## config.mk

```make
export PLATFORM = sky130hd
export DESIGN_NAME = dct2d_strip_arbiter_flat
export DESIGN_NICKNAME = d
export VERILOG_FILES = /design/src/rtl/dct2d_strip_arbiter_if.sv /design/src/rtl/dct2d_strip_arbiter.sv /design/src/flat_wrapper.sv
export SDC_FILE = /design/constraint.sdc
export NUM_CORES = 1
export LEC_CHECK = 0
export ABC_AREA = 1
export BUFFER_PORTS_ARGS = -buffer_cell sky130_fd_sc_hd__buf_2
export CAP_MARGIN = 0
export CORE_AREA = 2 2 186 188
export CTS_BUF_LIST = sky130_fd_sc_hd__clkbuf_8
export DETAILED_ROUTE_END_ITERATION = 12
export DIE_AREA = 0 0 188 190
export HOLD_SLACK_MARGIN = 0.08
export SKIP_CTS_REPAIR_TIMING = 1
export SYNTH_ARGS = -nofsm -noshare
export SYNTH_HDL_FRONTEND = slang
export SYNTH_SLANG_ARGS = --single-unit
```

## constraint.sdc

```tcl
create_clock -name clk_i -period 1.7 [get_ports clk_i]
set_input_delay 0.425 -clock clk_i [delete_from_list [all_inputs] [get_ports clk_i]]
set_output_delay 0.425 -clock clk_i [all_outputs]
set_load 0.02 [all_outputs]
```

## src/rtl/dct2d_strip_arbiter_if.sv

```systemverilog
// -----------------------------------------------------------------------------
// dct2d_strip_arbiter_if
// Purpose : bundles every handshake/data signal around the Dct2D strip arbiter:
//           two raster sources (s0_*, s1_*), the Dct2D input side (dct_*_o,
//           dct_ready_i), the Dct2D output side (dct_*_i, dct_ready_o), the
//           labelled coefficient sink (m_*) and the sticky error flags (err_o).
//           Signal suffixes are written from the arbiter's point of view.
// Modports: slave  - the arbiter
//           master - everything around it (sources, Dct2D, sink)
// -----------------------------------------------------------------------------
interface dct2d_strip_arbiter_if #(
   parameter int DinWidth  = 8,
   parameter int DoutWidth = 16
);
   // channel 0 source
   logic                      s0_valid_i;
   logic                      s0_ready_o;
   logic                      s0_eol_i;
   logic                      s0_sof_i;
   logic [0:7][DinWidth-1:0]  s0_data_i;
   // channel 1 source
   logic                      s1_valid_i;
   logic                      s1_ready_o;
   logic                      s1_eol_i;
   logic                      s1_sof_i;
   logic [0:7][DinWidth-1:0]  s1_data_i;
   // towards Dct2D
   logic                      dct_valid_o;
   logic                      dct_ready_i;
   logic                      dct_eol_o;
   logic                      dct_sof_o;
   logic [0:7][DinWidth-1:0]  dct_data_o;
   // from Dct2D
   logic                      dct_valid_i;
   logic                      dct_ready_o;
   logic                      dct_eol_i;
   logic                      dct_sof_i;
   logic [0:7][DoutWidth-1:0] dct_data_i;
   // labelled coefficient sink
   logic                      m_valid_o;
   logic                      m_ready_i;
   logic                      m_eol_o;
   logic                      m_sof_o;
   logic                      m_chan_o;
   logic [0:7][DoutWidth-1:0] m_data_o;
   logic [2:0]                err_o;

   modport slave (
      input  s0_valid_i, s0_eol_i, s0_sof_i, s0_data_i,
      output s0_ready_o,
      input  s1_valid_i, s1_eol_i, s1_sof_i, s1_data_i,
      output s1_ready_o,
      output dct_valid_o, dct_eol_o, dct_sof_o, dct_data_o,
      input  dct_ready_i,
      input  dct_valid_i, dct_eol_i, dct_sof_i, dct_data_i,
      output dct_ready_o,
      output m_valid_o, m_eol_o, m_sof_o, m_chan_o, m_data_o,
      input  m_ready_i,
      output err_o
   );

   modport master (
      output s0_valid_i, s0_eol_i, s0_sof_i, s0_data_i,
      input  s0_ready_o,
      output s1_valid_i, s1_eol_i, s1_sof_i, s1_data_i,
      input  s1_ready_o,
      input  dct_valid_o, dct_eol_o, dct_sof_o, dct_data_o,
      output dct_ready_i,
      output dct_valid_i, dct_eol_i, dct_sof_i, dct_data_i,
      input  dct_ready_o,
      input  m_valid_o, m_eol_o, m_sof_o, m_chan_o, m_data_o,
      output m_ready_i,
      input  err_o
   );
endinterface

```

## src/rtl/dct2d_strip_arbiter.sv

```systemverilog
// -----------------------------------------------------------------------------
// dct2d_strip_arbiter
// Purpose : shares one Dct2D core between two raster sources at strip
//           granularity (8 eol-terminated lines). A whole strip is granted to
//           one channel by round robin and its beats are muxed into the core
//           with zero latency. The owning channel of every in-flight strip is
//           kept in a small tag FIFO and used to label the core's output beats.
// Ports   : clk_i  - clock
//           rst_i  - asynchronous active-high reset (Dct2D is reset with it)
//           bus    - dct2d_strip_arbiter_if.slave (sources, Dct2D in/out,
//                    sink, err_o)
// Params  : DinWidth (pixel lane bits), DoutWidth (coefficient lane bits),
//           TagDepth (max strips in flight, power of 2, >=2)
// Options : DCT_ARB_ERR_EN - when defined, err_o carries sticky protocol
//           checkers: [0]/[1] source sof on a non-first strip beat,
//           [2] Dct2D output valid while no strip is in flight.
//           When undefined err_o is tied to zero.
// -----------------------------------------------------------------------------
module dct2d_strip_arbiter #(
   parameter int DinWidth  = 8,
   parameter int DoutWidth = 16,
   parameter int TagDepth  = 4
) (
   input  logic                  clk_i,
   input  logic                  rst_i,
   dct2d_strip_arbiter_if.slave  bus
);
   localparam int AW = $clog2(TagDepth);

   typedef enum logic {IDLE, GRANT} state_t;

   state_t                   state_q, state_d;
   logic                     grant_q, grant_d;   // channel owning current strip
   logic                     last_q, last_d;     // channel of last finished strip
   logic                     first_q, first_d;   // next handshake is strip beat 0
   logic [2:0]               line_q, line_d;     // input eol count in strip
   logic [2:0]               oeol_q, oeol_d;     // output eol count in strip
   logic [AW:0]              wptr_q, wptr_d;
   logic [AW:0]              rptr_q, rptr_d;
   logic [TagDepth-1:0]      tag_q;              // one channel bit per slot

   logic                     push, pop, fifo_empty, fifo_full;
   logic                     sel_valid, sel_eol, in_hs, out_hs, granted;
   logic [0:7][DinWidth-1:0] sel_data;

   // extra pointer MSB distinguishes full from empty
   assign fifo_empty = (wptr_q == rptr_q);
   assign fifo_full  = (wptr_q[AW] != rptr_q[AW]) &&
                       (wptr_q[AW-1:0] == rptr_q[AW-1:0]);

   // ---------------- input side: source mux ----------------
   always_comb begin
      sel_valid = bus.s0_valid_i;
      sel_eol   = bus.s0_eol_i;
      sel_data  = bus.s0_data_i;
      if (grant_q) begin
         sel_valid = bus.s1_valid_i;
         sel_eol   = bus.s1_eol_i;
         sel_data  = bus.s1_data_i;
      end
   end

   assign granted         = (state_q == GRANT);
   assign bus.dct_valid_o = granted & sel_valid;
   assign bus.dct_eol_o   = sel_eol;
   assign bus.dct_data_o  = sel_data;
   // strip framing is regenerated here; source sof is not forwarded
   assign bus.dct_sof_o   = granted & first_q;
   assign bus.s0_ready_o  = granted & ~grant_q & bus.dct_ready_i;
   assign bus.s1_ready_o  = granted &  grant_q & bus.dct_ready_i;
   assign in_hs           = bus.dct_valid_o & bus.dct_ready_i;

   // ---------------- strip FSM ----------------
   always_comb begin
      state_d = state_q;
      grant_d = grant_q;
      last_d  = last_q;
      first_d = first_q;
      line_d  = line_q;
      push    = 1'b0;
      unique case (state_q)
         IDLE: begin
            if (!fifo_full && (bus.s0_valid_i || bus.s1_valid_i)) begin
               // both requesting: alternate; otherwise the lone requester
               grant_d = (bus.s0_valid_i && bus.s1_valid_i) ? ~last_q : bus.s1_valid_i;
               push    = 1'b1;
               first_d = 1'b1;
               line_d  = 3'd0;
               state_d = GRANT;
            end
         end
         GRANT: begin
            if (in_hs) begin
               first_d = 1'b0;
               if (sel_eol) begin
                  line_d = line_q + 3'd1;
                  if (line_q == 3'd7) begin
                     // returning to IDLE leaves the required bubble cycle
                     state_d = IDLE;
                     last_d  = grant_q;
                  end
               end
            end
         end
         default: state_d = IDLE;
      endcase
   end

   // ---------------- output side: labelling ----------------
   // core output is held off (not dropped) while no strip is in flight
   assign bus.m_valid_o   = bus.dct_valid_i & ~fifo_empty;
   assign bus.dct_ready_o = bus.m_ready_i   & ~fifo_empty;
   assign bus.m_eol_o     = bus.dct_eol_i;
   assign bus.m_sof_o     = bus.dct_sof_i;
   assign bus.m_data_o    = bus.dct_data_i;
   assign bus.m_chan_o    = tag_q[rptr_q[AW-1:0]];
   assign out_hs          = bus.m_valid_o & bus.m_ready_i;

   always_comb begin
      oeol_d = oeol_q;
      pop    = 1'b0;
      if (out_hs && bus.dct_eol_i) begin
         oeol_d = oeol_q + 3'd1;
         pop    = (oeol_q == 3'd7);
      end
   end

   assign wptr_d = wptr_q + (AW+1)'(push);
   assign rptr_d = rptr_q + (AW+1)'(pop);

   always_ff @(posedge clk_i or posedge rst_i) begin
      if (rst_i) begin
         state_q <= IDLE;
         grant_q <= 1'b0;
         last_q  <= 1'b1;   // channel 0 wins the first contest
         first_q <= 1'b0;
         line_q  <= 3'd0;
         oeol_q  <= 3'd0;
         wptr_q  <= '0;
         rptr_q  <= '0;
         tag_q   <= '0;
      end else begin
         state_q <= state_d;
         grant_q <= grant_d;
         last_q  <= last_d;
         first_q <= first_d;
         line_q  <= line_d;
         oeol_q  <= oeol_d;
         wptr_q  <= wptr_d;
         rptr_q  <= rptr_d;
         if (push) tag_q[wptr_q[AW-1:0]] <= grant_d;
      end
   end

   // ---------------- protocol checkers ----------------
`ifdef DCT_ARB_ERR_EN
   logic [2:0] err_q, err_d;

   always_comb begin
      err_d = err_q;
      if (in_hs && !first_q) begin
         if (!grant_q && bus.s0_sof_i) err_d[0] = 1'b1;
         if ( grant_q && bus.s1_sof_i) err_d[1] = 1'b1;
      end
      if (bus.dct_valid_i && fifo_empty) err_d[2] = 1'b1;
   end

   always_ff @(posedge clk_i or posedge rst_i) begin
      if (rst_i) err_q <= 3'b000;
      else       err_q <= err_d;
   end

   assign bus.err_o = err_q;
`else
   // source sof only feeds the checkers
   logic unused_sof;
   assign unused_sof = bus.s0_sof_i ^ bus.s1_sof_i;
   assign bus.err_o  = 3'b000;
`endif

endmodule
```

## src/flat_wrapper.sv

```systemverilog
// flat-port wrapper written by rule: the top's interface ports become plain ports
module dct2d_strip_arbiter_flat 
#(
   parameter int DinWidth  = 8,
   parameter int DoutWidth = 16,
   parameter int TagDepth  = 4
)
  (clk_i, rst_i, bus_s0_valid_i, bus_s0_eol_i, bus_s0_sof_i, bus_s0_data_i, bus_s0_ready_o, bus_s1_valid_i, bus_s1_eol_i, bus_s1_sof_i, bus_s1_data_i, bus_s1_ready_o, bus_dct_valid_o, bus_dct_eol_o, bus_dct_sof_o, bus_dct_data_o, bus_dct_ready_i, bus_dct_valid_i, bus_dct_eol_i, bus_dct_sof_i, bus_dct_data_i, bus_dct_ready_o, bus_m_valid_o, bus_m_eol_o, bus_m_sof_o, bus_m_chan_o, bus_m_data_o, bus_m_ready_i, bus_err_o);
  dct2d_strip_arbiter_if #(.DinWidth(DinWidth), .DoutWidth(DoutWidth)) bus_i ();
  input  logic clk_i;
  input  logic rst_i;
  input wire logic [$bits(bus_i.s0_valid_i)-1:0] bus_s0_valid_i;
  input wire logic [$bits(bus_i.s0_eol_i)-1:0] bus_s0_eol_i;
  input wire logic [$bits(bus_i.s0_sof_i)-1:0] bus_s0_sof_i;
  input wire logic [$bits(bus_i.s0_data_i)-1:0] bus_s0_data_i;
  output wire logic [$bits(bus_i.s0_ready_o)-1:0] bus_s0_ready_o;
  input wire logic [$bits(bus_i.s1_valid_i)-1:0] bus_s1_valid_i;
  input wire logic [$bits(bus_i.s1_eol_i)-1:0] bus_s1_eol_i;
  input wire logic [$bits(bus_i.s1_sof_i)-1:0] bus_s1_sof_i;
  input wire logic [$bits(bus_i.s1_data_i)-1:0] bus_s1_data_i;
  output wire logic [$bits(bus_i.s1_ready_o)-1:0] bus_s1_ready_o;
  output wire logic [$bits(bus_i.dct_valid_o)-1:0] bus_dct_valid_o;
  output wire logic [$bits(bus_i.dct_eol_o)-1:0] bus_dct_eol_o;
  output wire logic [$bits(bus_i.dct_sof_o)-1:0] bus_dct_sof_o;
  output wire logic [$bits(bus_i.dct_data_o)-1:0] bus_dct_data_o;
  input wire logic [$bits(bus_i.dct_ready_i)-1:0] bus_dct_ready_i;
  input wire logic [$bits(bus_i.dct_valid_i)-1:0] bus_dct_valid_i;
  input wire logic [$bits(bus_i.dct_eol_i)-1:0] bus_dct_eol_i;
  input wire logic [$bits(bus_i.dct_sof_i)-1:0] bus_dct_sof_i;
  input wire logic [$bits(bus_i.dct_data_i)-1:0] bus_dct_data_i;
  output wire logic [$bits(bus_i.dct_ready_o)-1:0] bus_dct_ready_o;
  output wire logic [$bits(bus_i.m_valid_o)-1:0] bus_m_valid_o;
  output wire logic [$bits(bus_i.m_eol_o)-1:0] bus_m_eol_o;
  output wire logic [$bits(bus_i.m_sof_o)-1:0] bus_m_sof_o;
  output wire logic [$bits(bus_i.m_chan_o)-1:0] bus_m_chan_o;
  output wire logic [$bits(bus_i.m_data_o)-1:0] bus_m_data_o;
  input wire logic [$bits(bus_i.m_ready_i)-1:0] bus_m_ready_i;
  output wire logic [$bits(bus_i.err_o)-1:0] bus_err_o;
  assign bus_i.s0_valid_i = bus_s0_valid_i;
  assign bus_i.s0_eol_i = bus_s0_eol_i;
  assign bus_i.s0_sof_i = bus_s0_sof_i;
  assign bus_i.s0_data_i = bus_s0_data_i;
  assign bus_s0_ready_o = bus_i.s0_ready_o;
  assign bus_i.s1_valid_i = bus_s1_valid_i;
  assign bus_i.s1_eol_i = bus_s1_eol_i;
  assign bus_i.s1_sof_i = bus_s1_sof_i;
  assign bus_i.s1_data_i = bus_s1_data_i;
  assign bus_s1_ready_o = bus_i.s1_ready_o;
  assign bus_dct_valid_o = bus_i.dct_valid_o;
  assign bus_dct_eol_o = bus_i.dct_eol_o;
  assign bus_dct_sof_o = bus_i.dct_sof_o;
  assign bus_dct_data_o = bus_i.dct_data_o;
  assign bus_i.dct_ready_i = bus_dct_ready_i;
  assign bus_i.dct_valid_i = bus_dct_valid_i;
  assign bus_i.dct_eol_i = bus_dct_eol_i;
  assign bus_i.dct_sof_i = bus_dct_sof_i;
  assign bus_i.dct_data_i = bus_dct_data_i;
  assign bus_dct_ready_o = bus_i.dct_ready_o;
  assign bus_m_valid_o = bus_i.m_valid_o;
  assign bus_m_eol_o = bus_i.m_eol_o;
  assign bus_m_sof_o = bus_i.m_sof_o;
  assign bus_m_chan_o = bus_i.m_chan_o;
  assign bus_m_data_o = bus_i.m_data_o;
  assign bus_i.m_ready_i = bus_m_ready_i;
  assign bus_err_o = bus_i.err_o;
  dct2d_strip_arbiter #(.DinWidth(DinWidth), .DoutWidth(DoutWidth), .TagDepth(TagDepth)) u_core (.clk_i(clk_i), .rst_i(rst_i), .bus(bus_i));
endmodule
```

Yosys cells after proc, flatten, opt, wreduce, memory -nomap -nowiden --
Cells that the tools add are included. Widths: inputs -> output; s select.
Word-level totals: flip-flop bits (word level) 20, output and inout bits 205, word-level logic and storage cells 73
Operators by class: $add $sub $neg 4, $lt $le $gt $ge 3, equality and inequality tests 8, mux-type cells 25, bitwise gates (word level) 14, reductions and logical operators 10
Operators with widths (count):
- $mux 64 | 1
- $mux 1 | 15
- $and 1x1->1 | 10
- $mux 3 | 3
- $add 3x1->3 | 2
- $add 3x1->3 const B | 2
- $eq 3x3->1 const B | 2
- $lt 2x3->1 const B | 2
- $pmux 3 s2 | 1
- $logic_and 1x1->1 | 5
- $bwmux 4 | 1
- $ne 2x2->1 const B | 2
- $not 1->1 | 4
- $pmux 1 s2 | 2
- $reduce_and 4->1 | 1
- $eq 3x3->1 | 1
- $reduce_and 3->1 | 1
- $bmux 1 s2 | 1
- $demux 1 s2 | 1
- $eq 2x2->1 | 1
- $ge 2x1->1 const B | 1
- $ne 2x1->1 const B | 1
- $reduce_and 2->1 | 1
- $logic_not 1->1 | 1
- 2 further kinds | 2

Depth between registers and ports, before layout --
depth after elaboration 7, gate-level depth with buffers 11, mapped depth without buffers 11

Worst setup path after synthesis --
OpenSTA, ideal clock, no wires.
path type register -> register, start register u_core.rptr_q[0], end register u_core.rptr_q[2], library setup time 0.123 ns, data arrival time 1.488 ns, data required time 1.577 ns, setup slack 0.089 ns, cell stages (with the launch flop) 12, path buffers 0, cells stage by stage dfrtp_1 > inv_2 > nand2_2 > nand2_2 > nand4_1 > nand2_1 > inv_2 > nand2_1 > nor2_1 > ha_1 > ha_1 > xor2_1
Between the ends: cells in the longest elaborated chain, start to end 7
RTL lines:
- from (decl) | line dct2d_strip_arbiter.sv:39 | logic [AW:0] rptr_q, rptr_d;
- from (signal assigned) | line dct2d_strip_arbiter.sv:150 | rptr_q <= rptr_d;
- $eq 3x3->1 | line dct2d_strip_arbiter.sv:47 | assign fifo_empty = (wptr_q == rptr_q);
- $not 1->1 | line dct2d_strip_arbiter.sv:111 | assign bus.m_valid_o = bus.dct_valid_i & ~fifo_empty;
- $and 1x1->1 | line dct2d_strip_arbiter.sv:111
- $and 1x1->1 | line dct2d_strip_arbiter.sv:117 | assign out_hs = bus.m_valid_o & bus.m_ready_i;
- $logic_and 1x1->1 | line dct2d_strip_arbiter.sv:122 | if (out_hs && bus.dct_eol_i) begin
- $mux 1 | line dct2d_strip_arbiter.sv:122
- $add 3x1->3 * | line dct2d_strip_arbiter.sv:129 | assign rptr_d = rptr_q + (AW+1)'(pop);
- named net u_core.rptr_d[2] | line dct2d_strip_arbiter.sv:39
The timed path passes the listed nets; every way through them passes the cells marked *. A chain may end at the register's enable or synchronous reset.

Worst setup path after layout --
start register u_core.grant_q, end output bus_dct_valid_o
Between the ends: cells in the longest elaborated chain, start to end 2
RTL lines:
- from (decl) | line dct2d_strip_arbiter.sv:33 | logic grant_q, grant_d;
- from (signal assigned) | line dct2d_strip_arbiter.sv:144 | grant_q <= grant_d;
- $mux 1 | line dct2d_strip_arbiter.sv:56 | if (grant_q) begin
- $and 1x1->1 | line dct2d_strip_arbiter.sv:64 | assign bus.dct_valid_o = granted & sel_valid;
- to (decl) | line flat_wrapper.sv:22 | output wire logic [$bits(bus_i.dct_valid_o)-1:0] bus_dct_valid_o;
No other way between the ends.

==> impl_results.md <==
- Starting Density: 8.62%
- Combinational family with the most area after synthesis: buffers and inverters
- DP HPWL: 10.4 mm
- Dpl cells: 1010
- First-pass GRT wire length: 16.3 mm
- RR Startpoint: u_core.rptr_q[1]$_DFF_PP0_
- Residual DRC count: 0
- Die H: 190 µm
- Switching share of total power: 50.6%
- Share of cells above drive strength 1: 70.8%
- WL final: 16.4 mm
- Max Cap Viol: 0
- Simple-gate portion of the synthesized area: 36.5%
- Most used DFF post-synth: dfrtp_1
- R2r worst-path depth: 11
- Pin count of the biggest net entering global routing: 55
- Most Crowded Layer GR: met2
- Final ANT Viol Nets: 0
- GRT met3 Usage: 3.50%
- Compound-Gate Fraction of Synth Area: 2.31%
- Failing checks: negative setup slack
- Final Max Tran Viols: 0
- Combinational share of power: 86.0%
- Seq pwr share: 10.0%
- Minimum clock period: 1.89 ns
- Post-Layout Cell Count: 1038
- Vias in the first global route: 2630
- Worst vdd ir: 0.000665 V
- Clock Power Share: 4.0%
- Reg clk slew, reported paths: 0.07 ns
- Critical Path AT: 1.47 ns
- Yosys reg bits: 20
- Yosys cell types: 26
- GRT Total Usage: 6.08%
- Worst-path cell chain: buf_12, buf_8, nand2_4, o21ai_4, buf_6
- Clk Tree Root Cell: clkbuf_8
- Int Pwr: 3.85 mW
- Via density: 3.24
- Fillers: 3851
- Post-placement setup slack: 0.0156 ns
- Fmax: 529 MHz
- PwrDens: 1500 nW/µm²
- Nets@finish: 861
- Clock sink count: 20
- RSZ-0062 raised after global routing: yes
- Initial antenna violation count: 2
- CP endpoint kind: primary output
- Post-synth EDFFs: 0
- TritonCTS clock tree: done
- Top-count cell post-synth: nand2_1
- Final setup violating endpoints: 70
- Max incr delay on CP: 0.47 ns
- Seq/Total Area, Yosys: 17.1%
- DR iter-0 viols: 109
- Skew final: 0.00301 ns
- Leakage: 2.76 nW
- H-tree level count: 1
- Status: finished, violations left
- Number of diodes: 0
- Cell Area, Synth: 2930 µm²
- Die ar.: 35700 µm²
- Req. time, crit path: 1.27 ns
- WS Path Type: flop to primary output
- Leading cell types by count after synthesis: nand2_1 (231), buf_4 (134), dfrtp_1 (19)
- Cell taking the most area after synthesis: buf_4
- Met1 track utilization from global routing: 6.00%
- FF-to-FF End: u_core.rptr_q[2]$_DFF_PP0_
- Post-Syn Area per Cell: 6.13 µm²
- Synth Area in Adders: 3.42%
- Net Switching: 3.94 mW
- Post-synthesis mux area share: 0%
- Pre-antenna DRT Iters: 4
- R2r setup slk: 0.09 ns
- Setup ws final: -0.190 ns
- Yosys Warn Count: 0
- Max FO, Critical Path: 9
- Fin crit share: 111%
- Synth Area in XOR/XNOR: 0.598%
- I/O pins: 474
- Syn Inst Count: 478
- Num CTS Buffers: 3
- WL/cell: 15.8 µm
- Hold Crit Class: primary input to async pin
- Met2 Resource Use GR: 9.61%
- Worst skew pair latency: 0.26 ns
- Startpoint types: flop
- Final Hold Fails: 0
- Port Buffer Count: 210
- Top post-synthesis cells by area: buf_4 (34%), nand2_1 (30%), dfrtp_1 (16%)
- Placeable Area: 33900 µm²
- Yosys top cell area share: 34.4%
- GP Congestion: 0.702
- Die Wd: 188 µm
- Post-synth ARST share: 100%
- CP max stage cell: dfrtp_2
- Vias: 3361
- Area grow syn2layout: 77.4%
- Overflow after GRT: 0
- Clk buf depth: 2
- Row cnt: 68
-- final cells by class --
type | instances | area (µm²) | share of cell area [%]
timing repair buffer | 248 | 2060 | 39.7
multi-input combinational | 288 | 1910 | 36.9
tap | 455 | 569 | 11.0
sequential | 20 | 505 | 9.73
inverter | 23 | 98.8 | 1.90
clock buffer | 3 | 41.3 | 0.795
clock inverter | 1 | 3.75 | 0.0723
-- worst max-delay path by stage --
stage,startpoint,slack [ns],to
after floorplan,u_core.rptr_q[0]$_DFF_PP0_,0.09,u_core.rptr_q[2]$_DFF_PP0_
after global placement,u_core.rptr_q[0]$_DFF_PP0_,0.05,u_core.rptr_q[2]$_DFF_PP0_
after detailed placement,u_core.rptr_q[0]$_DFF_PP0_,0.02,u_core.rptr_q[2]$_DFF_PP0_
after CTS,u_core.rptr_q[0]$_DFF_PP0_,-0.24,bus_dct_ready_o
after global routing,u_core.rptr_q[0]$_DFF_PP0_,-0.26,bus_dct_ready_o
final,u_core.grant_q$_DFF_PP0_,-0.19,bus_dct_valid_o
-- registers in the layout (all words and copies together) (netlist names) --
| name | count |
|---|---|
| u_core.last_q | 1 |
| u_core.tag_q | 4 |
| u_core.first_q | 1 |
| u_core.grant_q | 1 |
| u_core.wptr_q | 3 |
| u_core.rptr_q | 3 |
| u_core.granted | 1 |
| u_core.line_q | 3 |
| u_core.oeol_q | 3 |
-- worst max-delay path: cells and delay by family, from the launching register on --
family	cells	cell delay [ns]
DFF	1	0.47
and+or+nand+nor	1	0.07
AOI/OAI and AO/OA	1	0.18
buffers and inverters	3	0.48
-- power groups by stage --
stage	Clock, mW	Sequential, mW	Combinational [mW]
after floorplan	0	0.732	2.73
after global placement	0	0.762	3.67
after detailed placement	0	0.765	3.73
after CTS	0.324	0.758	3.74
after global routing	0.351	0.797	7.12
final	0.314	0.779	6.71
-- cell families (layout without fill, tap and decap cells) --
family / count (synthesis) / in the layout
xor gates and xnor gates: 2 / 2
buffers and inverters: 172 / 275
other: 1 / 3
adders and majority gates: 8 / 8
and+or+nand+nor: 264 / 264
DFF: 20 / 20
AOI/OAI and AO/OA: 11 / 11
-- cells in the final DEF (no fill, tap or decap), types with 2 or more instances in the layout --
master,n
o21ai_1,2
nand2_4,49
inv_1,17
clkbuf_16,9
o21ai_0,5
xor2_1,2
buf_8,2
dfrtp_2,3
conb_1,3
nand2_2,86
dfrtp_1,16
buf_6,67
buf_12,9
nand3_2,2
nand2_8,2
buf_2,143
nand4_1,3
inv_2,6
nor2_2,2
buf_4,17
nand3_1,8
nor2_1,8
ha_1,6
nand3_4,2
nand2_1,98
clkbuf_8,3
o21ai_2,2
-- routing by layer --
layer | up-vias | routed length (µm)
met5 | - | 52
met4 | 2 | 734
met3 | 77 | 2130
met2 | 246 | 7870
met1 | 1517 | 5650
li1 | 1519 | -
-- stage by stage --
stage               instance area [µm²]  total power, mW  TNS (ns)  utilization (%)  hold WS, ns
finish                             5190             7.80     -5.51             15.3        0.135
global route                       5190             8.27     -9.39             15.3        0.152
CTS                                3660             4.82     -8.82             10.8        0.146
detailed placement                 3620             4.49         0             10.7        0.432
global placement                   3620             4.43         0             10.7        0.418
floorplan                          2940             3.47         0                -        0.388
Note: power is estimated with default switching activity, not from simulation.
